[config.mk]
export PLATFORM = sky130hd
export DESIGN_NAME = div_seq_flat
export DESIGN_NICKNAME = d
export VERILOG_FILES = /design/src/rtl/div_seq_if.sv /design/src/rtl/div_seq.sv /design/src/flat_wrapper.sv
export SDC_FILE = /design/constraint.sdc
export NUM_CORES = 1
export LEC_CHECK = 0
export BUFFER_PORTS_ARGS = -buffer_cell sky130_fd_sc_hd__buf_2
export CELL_PAD_IN_SITES_DETAIL_PLACEMENT = 1
export CELL_PAD_IN_SITES_GLOBAL_PLACEMENT = 1
export CORE_ASPECT_RATIO = 0.8
export CORE_MARGIN = 3
export CORE_UTILIZATION = 45
export DETAILED_ROUTE_END_ITERATION = 8
export MAX_ROUTING_LAYER = met4
export PLACE_DENSITY = 0.82
export SETUP_SLACK_MARGIN = 0.05
export SLEW_MARGIN = 20
export SYNTH_ARGS = -nofsm -noshare
export SYNTH_HDL_FRONTEND = slang
export SYNTH_SLANG_ARGS = --single-unit
[constraint.sdc]
create_clock -name clk -period 3.8 [get_ports clk]
set_clock_uncertainty 0.1 [all_clocks]
set_input_delay 0.38 -clock clk [delete_from_list [all_inputs] [get_ports clk]]
set_output_delay 0.38 -clock clk [all_outputs]
set_load 0.1 [all_outputs]
[src/rtl/div_seq_if.sv]
// Request/response bundle between the E stage and the divide sequencer.
interface div_seq_if #(
  parameter int unsigned WIDTH = 32
);
  logic                 start;
  logic                 signed_div;
  logic                 cancel;
  logic [WIDTH-1:0]     opa;
  logic [WIDTH-1:0]     opb;
  logic                 stall_div;
  logic                 busy;
  logic                 valid;
  logic [2*WIDTH-1:0]   result;

  modport master (
    output start, signed_div, cancel, opa, opb,
    input  stall_div, busy, valid, result
  );

  modport slave (
    input  start, signed_div, cancel, opa, opb,
    output stall_div, busy, valid, result
  );
endinterface

[src/rtl/div_seq.sv]
// Radix-2 restoring DIV/DIVU sequencer producing {remainder, quotient}.
// Optional macro DIV_ZERO_FAST_EN: divide by zero skips the iteration loop.
module div_seq #(
  parameter int unsigned WIDTH = 32,
  parameter int unsigned CNT_W = 6
) (
  input  logic      clk,
  input  logic      rst,
  div_seq_if.slave  bus
);

  typedef enum logic [1:0] {IDLE, BUSY, DONE} state_t;

  state_t               state, stateNext;
  logic [CNT_W-1:0]     count;
  logic [WIDTH-1:0]     remReg, quoReg, divisor;
  logic                 quoNeg, remNeg;
  logic [2*WIDTH-1:0]   resultHold;

  logic                 accept, lastStep, divZero, noBorrow;
  logic [WIDTH-1:0]     opaAbs, opbAbs, remStep, quoStep, remFix, quoFix;
  logic [WIDTH:0]       shifted;

  // Operand conditioning, one restoring step, and the final sign fix.
  always_comb begin
    opaAbs   = (bus.signed_div && bus.opa[WIDTH-1]) ? -bus.opa : bus.opa;
    opbAbs   = (bus.signed_div && bus.opb[WIDTH-1]) ? -bus.opb : bus.opb;
    divZero  = (bus.opb == '0);
    shifted  = {remReg, quoReg[WIDTH-1]};
    noBorrow = (shifted >= {1'b0, divisor});
    remStep  = noBorrow ? WIDTH'(shifted - {1'b0, divisor}) : shifted[WIDTH-1:0];
    quoStep  = {quoReg[WIDTH-2:0], noBorrow};
    quoFix   = quoNeg ? -quoReg : quoReg;
    remFix   = remNeg ? -remReg : remReg;
  end

  always_ff @(posedge clk or negedge rst) begin
    if (!rst) state <= IDLE;
    else      state <= stateNext;
  end

  // Next state and handshake outputs; cancel overrides every transition.
  always_comb begin
    stateNext     = state;
    accept        = 1'b0;
    lastStep      = (count == CNT_W'(WIDTH - 1));
    bus.stall_div = 1'b0;
    bus.valid     = 1'b0;
    bus.busy      = (state != IDLE);
    bus.result    = resultHold;
    case (state)
      IDLE: begin
        if (bus.start && !bus.cancel && rst) begin
          accept        = 1'b1;
          bus.stall_div = 1'b1;
          stateNext     = BUSY;
`ifdef DIV_ZERO_FAST_EN
          if (divZero) stateNext = DONE;
`endif
        end
      end
      BUSY: begin
        if (bus.cancel) begin
          stateNext = IDLE;
        end else begin
          bus.stall_div = 1'b1;
          if (lastStep) stateNext = DONE;
        end
      end
      DONE: begin
        stateNext = IDLE;
        if (!bus.cancel) begin
          bus.valid  = 1'b1;
          bus.result = {remFix, quoFix};
        end
      end
      default: stateNext = IDLE;
    endcase
  end

  // Datapath: a zero divisor loads the raw dividend with no sign fix so the
  // loop naturally yields quotient=all-ones, remainder=opa.
  always_ff @(posedge clk or negedge rst) begin
    if (!rst) begin
      count      <= '0;
      remReg     <= '0;
      quoReg     <= '0;
      divisor    <= '0;
      quoNeg     <= 1'b0;
      remNeg     <= 1'b0;
      resultHold <= '0;
    end else begin
      case (state)
        IDLE: begin
          if (accept) begin
            count <= '0;
            if (divZero) begin
              divisor <= '0;
              quoNeg  <= 1'b0;
              remNeg  <= 1'b0;
`ifdef DIV_ZERO_FAST_EN
              remReg  <= bus.opa;
              quoReg  <= '1;
`else
              remReg  <= '0;
              quoReg  <= bus.opa;
`endif
            end else begin
              remReg  <= '0;
              quoReg  <= opaAbs;
              divisor <= opbAbs;
              quoNeg  <= bus.signed_div & (bus.opa[WIDTH-1] ^ bus.opb[WIDTH-1]);
              remNeg  <= bus.signed_div & bus.opa[WIDTH-1];
            end
          end
        end
        BUSY: begin
          remReg <= remStep;
          quoReg <= quoStep;
          count  <= count + CNT_W'(1);
        end
        DONE: begin
          if (!bus.cancel) resultHold <= {remFix, quoFix};
        end
        default: ;
      endcase
    end
  end

endmodule

[src/flat_wrapper.sv]
// flat-port wrapper written by rule: the top's interface ports become plain ports
module div_seq_flat 
#(
  parameter int unsigned WIDTH = 32,
  parameter int unsigned CNT_W = 6
)
  (clk, rst, bus_start, bus_signed_div, bus_cancel, bus_opa, bus_opb, bus_stall_div, bus_busy, bus_valid, bus_result);
  div_seq_if #(.WIDTH(WIDTH)) bus_i ();
  input  logic clk;
  input  logic rst;
  input wire logic [$bits(bus_i.start)-1:0] bus_start;
  input wire logic [$bits(bus_i.signed_div)-1:0] bus_signed_div;
  input wire logic [$bits(bus_i.cancel)-1:0] bus_cancel;
  input wire logic [$bits(bus_i.opa)-1:0] bus_opa;
  input wire logic [$bits(bus_i.opb)-1:0] bus_opb;
  output wire logic [$bits(bus_i.stall_div)-1:0] bus_stall_div;
  output wire logic [$bits(bus_i.busy)-1:0] bus_busy;
  output wire logic [$bits(bus_i.valid)-1:0] bus_valid;
  output wire logic [$bits(bus_i.result)-1:0] bus_result;
  assign bus_i.start = bus_start;
  assign bus_i.signed_div = bus_signed_div;
  assign bus_i.cancel = bus_cancel;
  assign bus_i.opa = bus_opa;
  assign bus_i.opb = bus_opb;
  assign bus_stall_div = bus_i.stall_div;
  assign bus_busy = bus_i.busy;
  assign bus_valid = bus_i.valid;
  assign bus_result = bus_i.result;
  div_seq #(.WIDTH(WIDTH), .CNT_W(CNT_W)) u_core (.clk(clk), .rst(rst), .bus(bus_i));
endmodule
### Word-level counts from Yosys, hierarchy flattened

Cells that the tools add are included.
W data, S select, Z words.

| storage, ports and cells | value |
|---|---|
| register bits | 170 |
| input bits | 69 |
| output and inout bits | 67 |
| logic and storage cells | 62 |

| cells by class | value |
|---|---|
| eq/ne operators | 6 |
| magnitude comparators | 1 |
| muxes and demuxes | 26 |
| add/subtract/negate cells | 6 |
| bitwise operators | 3 |
| reduce and logical (&&, ||, !) cells | 12 |

Operators with widths:

| kind | number |
|---|---|
| $mux W32 | 9 |
| $mux W64 | 2 |
| $neg A32 Y32 | 4 |
| $pmux W32 S2 | 2 |
| $ge A33 B32 Y1 | 1 |
| $logic_not A32 Y1 | 1 |
| $sub A32 B32 Y32 | 1 |
| $pmux W6 S2 | 1 |
| $add A6 B1 Y6 const B | 1 |
| $eq A6 B5 Y1 const B | 1 |
| $mux W1 | 6 |
| $mux W2 | 3 |
| $mux W6 | 1 |
| $reduce_and A2 Y1 | 3 |
| $logic_and A1 B1 Y1 | 4 |
| $ne A2 B1 Y1 const B | 2 |
| $pmux W2 S2 | 1 |
| $reduce_bool A2 Y1 | 2 |
| $ne A3 B2 Y1 const B | 1 |
| $and A1 B1 Y1 | 2 |
| $eq A2 B1 Y1 const B | 1 |
| $eq A2 B2 Y1 const B | 1 |
| $logic_not A2 Y1 | 1 |
| $pmux W1 S2 | 1 |
| 2 further kinds | 2 |

### Longest topological paths before layout

Gate-level depths: netlist of run 1.

| depth | value |
|---|---|
| depth in word-level cells | 7 |
| depth in mapped cells | 13 |
| gate-level depth less buffers | 13 |

### Least setup slack after synthesis of run 1

No wires, ideal clock.

| timing path | value |
|---|---|
| path kind | register to output |
| from | register u_core.quoReg[5] |
| to | output bus_result[29] |
| slack | -0.838 ns |
| arrival time | 4.158 ns |
| data required time | 3.320 ns |
| buffers on the path | 0 |
| stages on the path, launching flop included | 10 |
| path through | dfrtp_1 > or4_4 > or3_4 > or3_4 > or3_4 > nor2b_4 > nand3b_4 > o31ai_1 > xor2_1 > a21oi_1 |

| on the way | value |
|---|---|
| longest elaborated chain between the ends | 4 |

Ends and longest elaborated chain:

| element | line | RTL |
|---|---|---|
| start, declared | div_seq.sv:16 | `logic [WIDTH-1:0] remReg, quoReg, divisor;` |
| start signal, assigned | div_seq.sv:106 | `quoReg <= bus.opa;` |
| start signal, assigned | div_seq.sv:110 | `quoReg <= opaAbs;` |
| start signal, assigned | div_seq.sv:119 | `quoReg <= quoStep;` |
| $neg A32 Y32 | div_seq.sv:33 | `quoFix = quoNeg ? -quoReg : quoReg;` |
| $mux W32 | div_seq.sv:33 |  |
| $mux W64 (2 in a row) | n/a |  |
| end, declared | flat_wrapper.sv:19 | `output wire logic [$bits(bus_i.result)-1:0] bus_result;` |

No other way between the ends.

### Worst setup path after layout of run 1

| timing path | value |
|---|---|
| from | register u_core.quoReg[5] |
| to | output bus_result[23] |

Same word-level chain as after synthesis.

==> results of run 1 <==
power by group through the flow:
stage / Sequential, mW / Combinational [mW] / Clock (mW)
6_report: 2.80 / 5.86 / 1.80
5_1_grt: 2.83 / 6.26 / 1.88
4_1_cts: 2.69 / 5.31 / 1.78
3_5_place_dp: 2.70 / 4.52 / 0
3_3_place_gp: 2.66 / 4.35 / 0
2_1_floorplan: 2.51 / 3.40 / 0
state kept, by name (all words and copies together), names as in the netlist:
name,count
u_core.quoReg,32
u_core.remNeg,1
u_core.divisor,32
u_core.quoNeg,1
u_core.remReg,32
u_core.resultHold,64
u_core.state,2
u_core.count,6
repair_timing:
item                                    in CTS  in global routing
hold endpoints to repair                    32                  0
buffers inserted                            34                 16
endpoints found under the setup margin      35                 40
resized for setup                           72                 58
hold buffers                                 1                  0
pin swaps                                   42                 32
worst reg2reg max path, delay by kind of cell (launching register included):
kind	cells	cell delay (ns)
AOI/OAI and AO/OA	4	1.16
and+or+nand+nor	2	0.68
DFF	1	0.40
muxes	1	0.17
adders and majority gates	1	0.45
buffers and inverters	3	0.52
final cells by class:
class | instances | area share
antenna | 2 | 0.0003551
clock buffer | 18 | 0.03116
clock inverter | 14 | 0.009677
inverter | 49 | 0.01305
multi-input combinational | 982 | 0.4922
sequential | 170 | 0.3024
tap | 312 | 0.02770
timing repair buffer | 212 | 0.1235
worst paths after layout:
kind	startpoint	endpoint	slack [ns]	cells past startpoint
worst max-delay path	u_core.quoReg[5]$_DFFE_PN0P_	bus_result[23]	-0.38	9
worst min-delay path	bus_cancel	u_core.state[1]$_DFFE_PN0P_	0.06	2
worst max register to register	u_core.remReg[15]$_DFFE_PN0P_	u_core.remReg[27]$_DFFE_PN0P_	0.22	11
worst min register to register	u_core.divisor[14]$_DFFE_PN0P_	u_core.divisor[14]$_DFFE_PN0P_	0.39	2
max in group asynchronous	rst	u_core.remReg[5]$_DFFE_PN0P_	1.88	3
min in group asynchronous	rst	u_core.resultHold[17]$_DFF_PN0_	0.31	2
cells by family after synthesis:
| group | after synthesis | share of synthesized area |
|---|---|---|
| buf+inv | 118 | 0.04088 |
| compound gates | 410 | 0.2263 |
| mux | 16 | 0.01504 |
| fa+ha+maj | 38 | 0.04432 |
| simple gates | 373 | 0.1665 |
| flops | 170 | 0.3904 |
| xor+xnor | 145 | 0.1165 |
metal layers:
metal / routed length (um) / vias up
met1: 19360 / 5482
li1: - / 4866
met5: 0 / -
met3: 2569 / 81
met4: 960 / 0
met2: 20000 / 433
cell usage in the layout, fill, tap and decap left out, types with 12 or more instances in the layout:
cell type,count
a21o_1,15
a21oi_1,88
a21oi_2,30
a22oi_1,29
buf_12,24
buf_2,96
buf_4,69
buf_6,17
clkbuf_16,17
dfrtp_1,164
ha_1,36
inv_1,49
mux2i_1,13
nand2_1,90
nand3_1,46
nor2_1,112
nor3_1,16
o21ai_0,135
o31ai_1,20
o31ai_4,12
o41ai_1,13
xnor2_1,37
xor2_1,93
xor2_2,13
stage by stage:
step / cells / util / setup WS [ns]
after floorplan: 1270 / - / -0.4515
after global placement: 1674 / 0.5315 / 0.1644
after detailed placement: 1674 / 0.5315 / 0.06892
after CTS: 1741 / 0.5819 / -0.2565
after global routing: 1759 / 0.5976 / -0.4508
final: 1759 / 0.5976 / -0.3805
==> metrics.csv, run 1 <==
stage;metric;value;unit
routing;WL final;42890;um
global_route;GRT met1 Usage;0.4242;
critical_path;worst path bufs/invs;1;
logic_synthesis;Synth Cell Area;10900;um2
cells_and_area;register area;4262;um2
critical_path;critical path type;register to primary output;
status;failing checks;setup timing;
cells_and_area;Layout area overhead;29.34;%
critical_path;Critical Path Sink Type;primary output;
floorplan;number of core rows;50;
cts;Max Root-Sink Buffers;2;
critical_path;critical path, cell by cell;or4_4 > or3_4 > or3_4 > or3_4 > nand2b_4 > o41ai_4 > xor2_2 > a21oi_4 > buf_12;
status;outcome;complete, but fails checks;
timing;Final Critical Period;4.181;ns
job;MaxCap Viol Count;0;
timing;final setup TNS;-4.069;ns
logic_synthesis;synth warn;0;
power_and_ir_drop;clock network power share;0.172;
logic_synthesis;Distinct cells, synth;65;
routing;drt via density;6.175;
timing;f_max;239.2;MHz
logic_synthesis;ys flop type;dfrtp_1;
floorplan;core area;23590;um2
routing;total iterations of the first detailed-routing run;5;
power_and_ir_drop;Power Dens Cells;742.0;nW/um2
cells_and_area;fraction of layout cells with a size suffix above 1;0.2609;
place;PortBufs;135;
logic_synthesis;Synth async-reset ratio;1.000;
cells_and_area;multi-input logic area;6937;um2
cts;CTS root buf;clkbuf_16;
critical_path;critical path's most frequent cell;or3_4;
min_path;Worst Hold Class;input port to register;
timing;Slew @ Worst Pin;1.034;ns
global_route;grt peak-use layer;met2;
global_route;met3 usage;0.05013;
logic_synthesis;EDFF count, synth;0;
critical_path;critical path arrival;3.70;ns
logic_synthesis;most frequent cell after synthesis;dfrtp_1;
floorplan;io pins;136;
timing;Slew Viols, Final;0;
cts;CTS Buf Count;17;
global_route;number of global-route vias before repair;10890;
cts;worst-skew pair later-pin latency;0.44;ns
logic_synthesis;top-area cell type share of the netlist area;0.3904;
place;dpl hpwl;26150;um
global_route;gr usage total;0.3032;
cts;clk slew on worst S/H paths;0.07;ns
logic_synthesis;top cells by area, synth;dfrtp_1, xor2_1, o21ai_0, a21oi_1, ha_1;
critical_path;worst path required time;3.32;ns
cts;clk sinks;170;
global_route;initial antenna violation count;2;
critical_path;Critical Path Fanout Max;3;
cells_and_area;number of nets in the layout;1539;
logic_synthesis;gate count of the mapped netlist;1270;
floorplan;Die Y;145.2;um
global_route;first-pass GRT wire length;62010;um
global_route;grt ovf;0;
floorplan;DIE WIDTH;180.0;um
power_and_ir_drop;VDD IR max;456.0;uV
routing;via count;10860;
timing;Final WS setup;-0.3805;ns
routing;Final ANT Viol Nets;0;
logic_synthesis;Yosys top cell by area;dfrtp_1;
power_and_ir_drop;sequential power share;0.268;
place;Routability Congestion;0.9147;
routing;initial DRC count;927;
logic_synthesis;Post-synth top cells;dfrtp_1, o21ai_0, a21oi_1;
logic_synthesis;sequential area share after synthesis;0.3904;
global_route;largest net degree at the start of global routing;84;
power_and_ir_drop;switching share of power;0.4753;
power_and_ir_drop;Switch Pwr;4.970;mW
cts;Max H-tree Level;4;
power_and_ir_drop;combinational power share;0.561;
logic_synthesis;Synthesized Nets;1377;
logic_synthesis;flops & latches, synth;170;
critical_path;CP delay by family, top;simple AND/OR/NAND/NOR gates;
critical_path;slowest stage delay, CP;0.55;ns
critical_path;slowest CP cell;or4_4;
power_and_ir_drop;total power draw;10.46;mW
timing;final hold violations;0;
cells_and_area;Finished Cell Area;14090;um2
timing;RSZ-0062 raised after global routing;yes;
routing;Routed wire per std cell;24.38;um
routing;# DRC;0;
place;dpl cell area;12530;um2
cts;CTS tree;built;
logic_synthesis;syn_area_per_cell;8.580;um2
critical_path;crit start category;register;
timing;final worst-path cycle share;1.100;
timing;final count of negative-setup-slack endpoints;22;
global_route;met2 track utilization from global routing;0.4621;
power_and_ir_drop;Pint;5.487;mW
cells_and_area;fill cell count;2683;
timing;slew margin rel.;0.3045;
floorplan;initial core utilization;0.4620;
power_and_ir_drop;Leak;6.341;nW
floorplan;die area;26130;um2
timing;Fin Hold WS;0.05717;ns
No activity file was read; power rests on OpenSTA's default activity.
==> run 2: changes to the inputs <==
CORE_UTILIZATION = 46   (was 45)
CTS_BUF_LIST = sky130_fd_sc_hd__clkbuf_4 sky130_fd_sc_hd__clkbuf_8   (was not set)
PLACE_DENSITY = 0.83   (was 0.82)
==> metrics.csv, run 2 (same netlist as run 1, synthesis figures left out) <==
stage;metric;value;unit
floorplan;number of core rows;49;
cts;CTS Buf Count;17;
cts;clk sinks;170;
global_route;GRT met1 Usage;0.4209;
timing;slew margin rel.;0.2709;
cts;clk slew on worst S/H paths;0.10;ns
routing;WL final;37670;um
timing;final setup TNS;-3.741;ns
cts;CTS tree;built;
timing;final hold violations;0;
power_and_ir_drop;VDD IR max;322.0;uV
global_route;first-pass GRT wire length;56580;um
cts;CTS root buf;clkbuf_8;
timing;Slew @ Worst Pin;1.094;ns
job;MaxCap Viol Count;0;
routing;drt via density;6.001;
floorplan;initial core utilization;0.4765;
global_route;met3 usage;0.03777;
global_route;grt peak-use layer;met2;
cells_and_area;max FFs per register;64;
critical_path;Critical Path Fanout Max;4;
place;dpl hpwl;25920;um
floorplan;Die Y;143.7;um
cells_and_area;most common cell after layout, fill and taps aside;dfrtp_1;
cells_and_area;Layout area overhead;25.56;%
floorplan;core area;22870;um2
timing;Final Critical Period;4.171;ns
routing;via count;10380;
routing;Final ANT Viol Nets;0;
status;outcome;complete, but fails checks;
power_and_ir_drop;Power Dens Cells;708.0;nW/um2
timing;Final WS setup;-0.3706;ns
timing;RSZ-0062 raised after global routing;yes;
critical_path;critical path arrival;3.69;ns
floorplan;DIE WIDTH;178.1;um
critical_path;Critical Path Sink Type;primary output;
place;Routability Congestion;0.9362;
power_and_ir_drop;Leak;6.142;nW
timing;final worst-path cycle share;1.098;
global_route;number of global-route vias before repair;10340;
cts;Max H-tree Level;4;
global_route;largest net degree at the start of global routing;70;
floorplan;die area;25580;um2
routing;total iterations of the first detailed-routing run;5;
place;dpl cell area;12550;um2
cts;Max Root-Sink Buffers;2;
routing;# DRC;0;
min_path;Worst Hold Class;input port to register;
critical_path;crit start category;register;
routing;initial DRC count;737;
cells_and_area;fraction of layout cells with a size suffix above 1;0.2435;
critical_path;critical path type;register to primary output;
timing;Slew Viols, Final;0;
cells_and_area;number of nets in the layout;1517;
routing;Routed wire per std cell;21.79;um
global_route;initial antenna violation count;2;
cts;worst-skew pair later-pin latency;0.47;ns
global_route;met2 track utilization from global routing;0.4229;
global_route;gr usage total;0.2873;
status;failing checks;setup timing;
floorplan;io pins;136;
timing;f_max;239.8;MHz
cells_and_area;Finished Cell Area;13680;um2
place;PortBufs;135;
cells_and_area;Biggest register;u_core.resultHold;
critical_path;worst path required time;3.32;ns
timing;final count of negative-setup-slack endpoints;18;
cells_and_area;most frequent cells in the layout;dfrtp_1, o21ai_0, nor2_1, xor2_1, buf_2;
global_route;grt ovf;0;
-- run 2: per-layer routing --
metal  vias up  part of all wire
met5         -                 0
met4         0             0.014
met3        43             0.057
met2       341              0.46
met1      5174              0.47
li1       4817                 -
-- run 2: worst paths after layout --
kind                                           startpoint                        endpoint  slack, ns  cells past startpoint
min                                            bus_cancel     u_core.state[1]$_DFFE_PN0P_       0.03                      2
min in group asynchronous                             rst   u_core.quoReg[10]$_DFFE_PN0P_       0.26                      2
max in group asynchronous                             rst    u_core.remReg[0]$_DFFE_PN0P_       2.07                      3
max reg2reg                  u_core.remReg[3]$_DFFE_PN0P_   u_core.remReg[14]$_DFFE_PN0P_       0.34                     11
min reg2reg                u_core.divisor[28]$_DFFE_PN0P_  u_core.divisor[28]$_DFFE_PN0P_       0.39                      2
max                          u_core.quoReg[5]$_DFFE_PN0P_                  bus_result[27]      -0.37                     11
-- run 2: where the power goes --
group | switching [mW] | total (mW) | internal [mW]
Combinational | 3.20 | 5.46 | 2.26
Sequential | 0.608 | 2.76 | 2.16
Clock | 0.740 | 1.46 | 0.719
-- run 2: worst max-delay path: stages, from the launching register on --
cell      delay [ns]
dfrtp_1         0.41
or4_4           0.56
or3_4           0.35
or3_4           0.36
or3_4           0.43
nor2b_4         0.18
nand3b_4        0.13
buf_4           0.16
nand2_2         0.07
xor2_2          0.10
a21oi_4         0.25
buf_12          0.20
-- run 2: per-stage QoR --
step,worst slack [ns],hold slack [ns],cells,total power [mW],util
after floorplan,-0.4515,-0.01559,1270,5.917,-
after global placement,0.1914,0.2051,1671,7.038,0.5488
after global routing,-0.4312,0.02261,1729,10.26,0.5983
final,-0.3706,0.02819,1729,9.687,0.5983
after detailed placement,0.03668,0.2054,1671,7.233,0.5488
after CTS,-0.2714,0.01753,1717,9.079,0.5812
-- run 2: final cells by class --
type                    instances  area, um2
flip-flops and latches        170       4264
multi-input cells             982       6825
diodes                          2      5.005
fillers                      2623       9186
well taps                     306      382.9
inverters                      49      183.9
clock inverters                13      195.2
repair buffers                190       1592
clock buffers                  17      234.0
-- run 2: repair_timing --
item                                    CTS  global route
endpoints found under the setup margin   35            38
hold buffers                              1             0
endpoints found under the hold margin    35             0
pin swaps                                22            26
setup buffers                            15            10
resized for setup                        50            65
==> run 3: changes to the inputs <==
CAP_MARGIN = 20   (was not set)
CORE_MARGIN = not set   (was 3)
==> metrics.csv, run 3 (same netlist as run 1, synthesis figures left out) <==
stage;metric;value;unit
status;failing checks;setup timing;
routing;drt via density;6.252;
critical_path;Critical Path Sink Type;primary output;
cells_and_area;Biggest register;u_core.resultHold;
cts;Max H-tree Level;4;
routing;Routed wire per std cell;23.94;um
timing;Slew Viols, Final;0;
cells_and_area;n_diodes;0;
timing;final worst-path cycle share;1.110;
routing;WL final;41730;um
cts;worst-skew pair later-pin latency;0.49;ns
cells_and_area;fraction of layout cells with a size suffix above 1;0.2582;
place;dpl cell area;12520;um2
critical_path;critical path's most frequent cell;or3_4;
timing;final setup TNS;-5.201;ns
timing;f_max;237.0;MHz
cells_and_area;most common cell after layout, fill and taps aside;dfrtp_1;
floorplan;number of core rows;49;
power_and_ir_drop;VDD IR max;340.1;uV
cells_and_area;Layout area overhead;27.39;%
place;Routability Congestion;0.9352;
critical_path;crit start category;register;
global_route;first-pass GRT wire length;61380;um
critical_path;slowest CP cell;or4_4;
cts;CTS tree;built;
global_route;initial antenna violation count;0;
floorplan;die area;24310;um2
timing;slew margin rel.;0.3109;
cells_and_area;fill cell count;2617;
timing;Final Critical Period;4.219;ns
power_and_ir_drop;Leak;6.225;nW
floorplan;DIE WIDTH;174.1;um
cells_and_area;Finished Cell Area;13880;um2
critical_path;slowest stage delay, CP;0.56;ns
timing;Fin Hold WS;0.03636;ns
timing;Final WS setup;-0.4195;ns
cts;clk slew on worst S/H paths;0.11;ns
floorplan;io pins;136;
global_route;largest net degree at the start of global routing;76;
power_and_ir_drop;Power Dens Cells;725.2;nW/um2
min_path;Worst Hold Class;input port to register;
critical_path;critical path type;register to primary output;
floorplan;core area;22870;um2
routing;via count;10900;
place;dpl hpwl;25440;um
cts;Max Root-Sink Buffers;2;
cells_and_area;most frequent cells in the layout;dfrtp_1, o21ai_0, nor2_1, xor2_1, buf_2;
critical_path;critical path, cell by cell;or4_4 > or3_4 > or3_4 > or3_4 > nor2b_4 > nand3b_4 > o31ai_4 > xor2_2 > a21oi_4 > buf_12;
place;PortBufs;135;
timing;final count of negative-setup-slack endpoints;24;
cells_and_area;max FFs per register;64;
cts;CTS root buf;clkbuf_8;
floorplan;initial core utilization;0.4765;
critical_path;critical path arrival;3.74;ns
status;outcome;complete, but fails checks;
cells_and_area;utilization after layout;0.6070;
global_route;gr usage total;0.3315;
global_route;number of global-route vias before repair;10820;
global_route;grt ovf;0;
cts;CTS Buf Count;17;
critical_path;Critical Path Fanout Max;4;
critical_path;worst path required time;3.32;ns
routing;total iterations of the first detailed-routing run;8;
timing;Slew @ Worst Pin;1.034;ns
routing;initial DRC count;1046;
timing;RSZ-0062 raised after global routing;yes;
timing;final hold violations;0;
routing;# DRC;0;
cells_and_area;number of nets in the layout;1532;
cts;clk sinks;170;
floorplan;Die Y;139.7;um
routing;Final ANT Viol Nets;0;
job;MaxCap Viol Count;0;
## run 3: area by class of cell
class	instances	area, um2	area share
inverter	49	183.9	0.01325
sequential	170	4267	0.3074
clock inverter	13	157.7	0.01136
clock buffer	18	247.7	0.01785
timing repair buffer	205	1730	0.1247
tap	306	382.9	0.02758
multi-input combinational	982	6912	0.4979
## run 3: repair_timing
action	4_1_cts	5_1_grt
pin swaps	41	42
setup buffers	27	15
setup endpoints to repair	36	49
hold buffers	1	0
resized for setup	75	65
endpoints found under the hold margin	46	0
## run 3: per-stage QoR
stage | setup slack (ns) | cells | power (mW)
after CTS | -0.2569 | 1728 | 9.264
after global routing | -0.4945 | 1743 | 10.55
after detailed placement | 0.08947 | 1669 | 7.222
final | -0.4195 | 1743 | 10.07
after floorplan | -0.4515 | 1270 | 5.917
after global placement | 0.1866 | 1669 | 7.000
## run 3: worst paths after layout
| path | end | slack, ns | startpoint | depth (start not counted) |
|---|---|---|---|---|
| worst max-delay path | bus_result[29] | -0.42 | u_core.quoReg[5]$_DFFE_PN0P_ | 10 |
| worst min-delay path | u_core.state[1]$_DFFE_PN0P_ | 0.04 | bus_cancel | 2 |
| worst max register to register | u_core.remReg[29]$_DFFE_PN0P_ | 0.25 | u_core.remReg[14]$_DFFE_PN0P_ | 10 |
| worst min register to register | u_core.divisor[16]$_DFFE_PN0P_ | 0.39 | u_core.divisor[16]$_DFFE_PN0P_ | 2 |
| max in group asynchronous | u_core.quoNeg$_DFFE_PN0P_ | 1.82 | rst | 3 |
| min in group asynchronous | u_core.divisor[7]$_DFFE_PN0P_ | 0.29 | rst | 2 |
## run 3: metal layers
metal	part of all wire	vias to the layer above	routed length, um	GRT usage
li1	-	4841	-	-
met1	0.44	5509	18360	0.4609
met2	0.47	472	19510	0.5093
met3	0.071	76	2970	0.04836
met4	0.021	0	896	0.07849
met5	0	-	0	-
## run 3: critical path, delay by kind of cell (launching register included)
kind	cells	cell delay (ns)
flip-flops	1	0.42
XOR/XNOR	1	0.13
buffers and inverters	1	0.22
AO/OA/AOI/OAI	2	0.46
AND/OR/NAND/NOR	6	2.01
## run 3: where the power goes
part	internal (mW)	leakage, nW	switching [mW]	total [mW]
Sequential	2.16	2.23	0.677	2.83
Combinational	2.36	3.80	3.46	5.82
Clock	0.617	0.197	0.795	1.41
Total	5.13	6.23	4.93	10.1
